<file path="config.mk">
export PLATFORM = sky130hd
export DESIGN_NAME = instr_fetch_queue
export DESIGN_NICKNAME = d
export VERILOG_FILES = /design/src/rtl/instr_fetch_queue.sv
export SDC_FILE = /design/constraint.sdc
export NUM_CORES = 1
export LEC_CHECK = 0
export BUFFER_PORTS_ARGS = -buffer_cell sky130_fd_sc_hd__buf_2
export CORE_ASPECT_RATIO = 0.9
export CORE_UTILIZATION = 55
export CTS_BUF_LIST = sky130_fd_sc_hd__clkbuf_16
export DETAILED_ROUTE_END_ITERATION = 8
export GPL_ROUTABILITY_DRIVEN = 0
export PLACE_DENSITY = 0.87
export SYNTH_ARGS = -nofsm -noshare
export SYNTH_HDL_FRONTEND = slang
export SYNTH_SLANG_ARGS = --single-unit
</file>
<file path="constraint.sdc">
create_clock -name clk_i -period 5.5 [get_ports clk_i]
set_input_delay 0.275 -clock clk_i [delete_from_list [all_inputs] [get_ports clk_i]]
set_output_delay 0.275 -clock clk_i [all_outputs]
set_load 0.02 [all_outputs]
</file>
<file path="src/rtl/instr_fetch_queue.sv">
// Fetch stage and instruction queue: issues sequential word fetches with credit-based
// flow control into a 1-cycle-latency memory and buffers returned words with their PCs.
module instr_fetch_queue #(
  parameter int unsigned DEPTH    = 4,
  parameter logic [31:0] RESET_PC = 32'h0
) (
  input  logic                      clk_i,
  input  logic                      rst_n_i,
  output logic                      mem_rden_o,
  output logic [31:0]               mem_addr_o,
  input  logic [31:0]               mem_dout_i,
  input  logic                      redirect_i,
  input  logic [31:0]               redirect_pc_i,
  output logic                      dec_valid_o,
  input  logic                      dec_ready_i,
  output logic [31:0]               dec_ir_o,
  output logic [31:0]               dec_pc_o,
  output logic [24:0]               dec_imm_field_o,
  output logic [$clog2(DEPTH):0]    fq_count_o
);
  localparam int unsigned AW = $clog2(DEPTH);
  localparam int unsigned CW = AW + 1;
  localparam logic [31:0] NOP = 32'h00000013;
  localparam logic [CW:0] DEPTH_C = DEPTH[CW:0];

  logic [31:0]   fetch_pc_q, fetch_pc_d;
  logic          inflight_q, inflight_d;
  logic [31:0]   inflight_pc_q, inflight_pc_d;
  logic [CW-1:0] count_q, count_d;
  logic [AW-1:0] wr_ptr_q, wr_ptr_d;
  logic [AW-1:0] rd_ptr_q, rd_ptr_d;
  logic [31:0]   ir_q [DEPTH];
  logic [31:0]   pc_q [DEPTH];

  logic credit_ok, push, pop, not_empty;

  // A request is allowed only if its word is guaranteed a free slot on return.
  assign credit_ok   = ({1'b0, count_q} + {{CW{1'b0}}, inflight_q}) < DEPTH_C;
  assign mem_rden_o  = rst_n_i & ~redirect_i & credit_ok;
  assign mem_addr_o  = fetch_pc_q;

  assign not_empty   = (count_q != '0);
  assign push        = inflight_q & ~redirect_i;
  assign dec_valid_o = not_empty & ~redirect_i;
  assign pop         = dec_valid_o & dec_ready_i;

  assign dec_ir_o        = not_empty ? ir_q[rd_ptr_q] : NOP;
  assign dec_pc_o        = not_empty ? pc_q[rd_ptr_q] : 32'h0;
  assign dec_imm_field_o = dec_ir_o[31:7];
  assign fq_count_o      = count_q;

  always_comb begin
    fetch_pc_d    = fetch_pc_q;
    inflight_d    = mem_rden_o;
    inflight_pc_d = mem_rden_o ? fetch_pc_q : inflight_pc_q;
    count_d       = count_q;
    wr_ptr_d      = wr_ptr_q;
    rd_ptr_d      = rd_ptr_q;
    if (redirect_i) begin
      fetch_pc_d = redirect_pc_i & 32'hFFFF_FFFC;
      count_d    = '0;
      wr_ptr_d   = '0;
      rd_ptr_d   = '0;
    end else begin
      if (mem_rden_o) fetch_pc_d = fetch_pc_q + 32'd4;
      if (push)       wr_ptr_d   = wr_ptr_q + 1'b1;
      if (pop)        rd_ptr_d   = rd_ptr_q + 1'b1;
      case ({push, pop})
        2'b10:   count_d = count_q + 1'b1;
        2'b01:   count_d = count_q - 1'b1;
        default: count_d = count_q;
      endcase
    end
  end

  always_ff @(posedge clk_i or negedge rst_n_i) begin
    if (!rst_n_i) begin
      fetch_pc_q    <= RESET_PC;
      inflight_q    <= 1'b0;
      inflight_pc_q <= 32'h0;
      count_q       <= '0;
      wr_ptr_q      <= '0;
      rd_ptr_q      <= '0;
    end else begin
      fetch_pc_q    <= fetch_pc_d;
      inflight_q    <= inflight_d;
      inflight_pc_q <= inflight_pc_d;
      count_q       <= count_d;
      wr_ptr_q      <= wr_ptr_d;
      rd_ptr_q      <= rd_ptr_d;
    end
  end

  // Queue storage needs no reset: count_q alone decides which slots are meaningful.
  always_ff @(posedge clk_i) begin
    if (push) begin
      ir_q[wr_ptr_q] <= mem_dout_i;
      pc_q[wr_ptr_q] <= inflight_pc_q;
    end
  end
endmodule
</file>
==> results.sh <==
export IMPL_setup_tns_ns=0
export IMPL_cts_clk_slew_worst_paths_ns=0.06
export IMPL_dp_slack_ns=2.61
export IMPL_maxCapViolCount=0
export IMPL_grt_start_max_net_pins=70
export IMPL_tightest_slew_ns=1.11
export IMPL_vdd_ir_drop_max_uv=329
export IMPL_clock_path_buffers=3
export IMPL_fmax_mhz=300
export IMPL_dp_hpwl_mm=15.3
export IMPL_cp_start_kind="flip-flop"
export IMPL_first_pass_iters=5
export IMPL_ant_nets=0
export IMPL_synth_distinct_cells=48
export IMPL_portBuffers=187
export IMPL_power_w=0.00734
export IMPL_root_buffer="clkbuf_16"
export IMPL_synthFlopType="edfxtp_1"
export IMPL_hold_violations=0
export IMPL_h_tree_depth=1
export IMPL_netlist_area_um2=12900
export IMPL_crit_family="flip-flops"
export IMPL_route_detailed_drc=0
export IMPL_finalNonFillerCells=1333
export IMPL_critical_path_arrival_ns=3.05
export IMPL_fp_dieW_um=163
export IMPL_synth_seq_area_share_pct=71.0
export IMPL_worstSetupPathType="flip-flop to primary output"
export IMPL_vias=7687
export IMPL_syn_to_final_growth_pct=20.4
export IMPL_fin_crit_sh_pct=60.5
export IMPL_grt_pass1_vias=7899
export IMPL_finish_net_count=1086
export IMPL_start_util_pct=56.7
export IMPL_rows=52
export IMPL_ys_seq_elements=316
export IMPL_ctsResizeCount=0
export IMPL_async_reset_ff_share_pct=21.5
export IMPL_fin_crit_ns=3.33
export IMPL_antenna_found_initial=0
export IMPL_clock_latency_ns=0.54
export IMPL_slew_viol_final=0
export IMPL_crit_path_start="rd_ptr_q[0]"
export IMPL_track_usage_pct=23.2
export IMPL_drt_vias_per_instance=5.77
export IMPL_worst_slack_ns=2.17
export IMPL_p_leak_nw=5.96
export IMPL_cp_required_ns=5.22
export IMPL_dp_cells=1216
export IMPL_status="complete, no violations"
export IMPL_drive_above_1_share_pct=30.9
export IMPL_worst_setup_path_end_kind="primary output"
export IMPL_synth_edf_count=248
export IMPL_clock_sinks=316
export IMPL_cpPeakStageDelay_ns=1.07
export IMPL_cellPowerDensity_nw_per_um2=473
export IMPL_wl_per_cell_um=20.5
export IMPL_overflow=0
export IMPL_core_um2=22700
export IMPL_slew_headroom_pct=25.9
export IMPL_r2r_start="fq_count_o[0]"
export IMPL_drt_initial_drc_count=680
export IMPL_cp_max_fo=47
export IMPL_grt_pass1_wl_mm=42.5
export IMPL_ios=194
export IMPL_path_buf_inv=2
export IMPL_hp_class="input port to flip-flop"
export IMPL_path_cells="buf_4 -> mux4_2 -> and2_1 -> buf_2"
export IMPL_worstHoldStart="redirect_pc_i[26]"
export IMPL_cts_tree="yes"
export IMPL_diodes=0
export IMPL_cts_buffers=30
export IMPL_stdcell_area_um2=15500
export IMPL_wl_mm=27.3
export IMPL_setup_violations=0
export IMPL_avgSynthCellArea_um2=16.2
export IMPL_fin_skew_ns=0.00782
export IMPL_syn_inst=794
export IMPL_worst_path_max_delay_cell="dfrtp_4"
export IMPL_cts_hold_buffers_added=61
export IMPL_cts_setup_buffers=0
export IMPL_die_h_um=147
export IMPL_place_area_um2=13900
export IMPL_dieArea_um2=24000
export IMPL_yosys_warnings=0
export IMPL_grt_setup_unrepaired="false"
final cells by class:
| type | instances | area [um^2] |
|---|---|---|
| sequential | 316 | 9150 |
| fill | 1480 | 7200 |
| multi-input combinational | 404 | 3350 |
| timing repair buffer | 253 | 1590 |
| clock buffer | 32 | 801 |
| tap | 297 | 372 |
| clock inverter | 24 | 224 |
| inverter | 7 | 26.3 |
kinds of logic after synthesis:
| family | share of synthesized area [%] |
|---|---|
| mux | 11.0 |
| flops | 71.0 |
| other cells | 0.0291 |
| buf+inv | 3.22 |
| compound gates | 3.20 |
| fa+ha+maj | 0.641 |
| simple gates | 10.5 |
| xor+xnor | 0.408 |
metrics by stage:
step	util (%)	hold slack, ns
3_3_place_gp	61.1	0.459
5_1_grt	68.3	0.0729
3_5_place_dp	61.1	0.467
2_1_floorplan	-	-0.0206
4_1_cts	68.3	0.0303
6_report	68.3	0.0465
worst register-to-register path, stage by stage (launching register included):
cell and delay (ns):
dfrtp_1 0.45, or3_2 0.99, nand2_1 0.41, nor3_1 0.10, fa_1 0.39, and3_1 0.17, o21ai_0 0.16, o31ai_1 0.09
registers in the layout (all words and copies together), names as in the netlist:
register       cells
fq_count_o         3
inflight_pc_q     30
inflight_q         1
ir_q             128
mem_addr_o        30
pc_q             120
rd_ptr_q           2
wr_ptr_q           2
report_power, final:
part	internal [W]	leakage (nW)	switching, W
sequential	0.00287	3.10	0.000306
combinational	0.000828	2.33	0.00124
clock	0.00124	0.523	0.000861
total	0.00493	5.96	0.00240
placed cells by master, fill, tap and decap left out, drive strengths merged, types with 5 or more instances in the layout:
master,synthesis,final
a21oi,5,5
clkbuf,23,32
nand2,123,123
inv,7,18
nand3,28,28
nor3,6,6
nand4,8,8
clkinv,0,5
o311ai,10,10
and2,65,65
o211ai,15,15
dfrtp,68,68
buf,47,192
dlygate4sd3,0,61
o21ai,12,12
nor2,14,14
and3,8,8
edfxtp,248,248
ha,5,5
mux4,62,62
path summary, 6_finish.rpt:
check                                      end  slack (ns)  cells past startpoint
min in group asynchronous       mem_addr_o[18]        0.39                      2
worst min register to register     pc_q[0][25]        0.51                      0
worst max register to register   fq_count_o[2]        2.62                      7
worst max-delay path              dec_pc_o[23]        2.17                      4
worst min-delay path            mem_addr_o[26]        0.05                      4
max in group asynchronous          rd_ptr_q[0]        4.37                      2
cell usage after synthesis, drive strengths merged, types with 6 or more instances:
library cell	n	area, um^2
nor2	14	52.6
nand2	123	469
clkbuf	23	86.3
o21ai	12	60.1
mux4	62	1400
o311ai	10	87.6
and3	8	51.3
nand4	8	56.3
nor3	6	30.0
dfrtp	68	1700
buf	47	303
inv	7	26.3
nand3	28	145
o211ai	15	113
and2	65	407
edfxtp	248	7450
metal layers:
| layer | GRT usage [%] | wire, um |
|---|---|---|
| met2 | 39.7 | 13700 |
| met3 | 4.07 | 1980 |
| met5 | 0 | 0 |
| met1 | 30.7 | 11100 |
| met4 | 6.12 | 526 |
(Power assumes the default switching activity.)
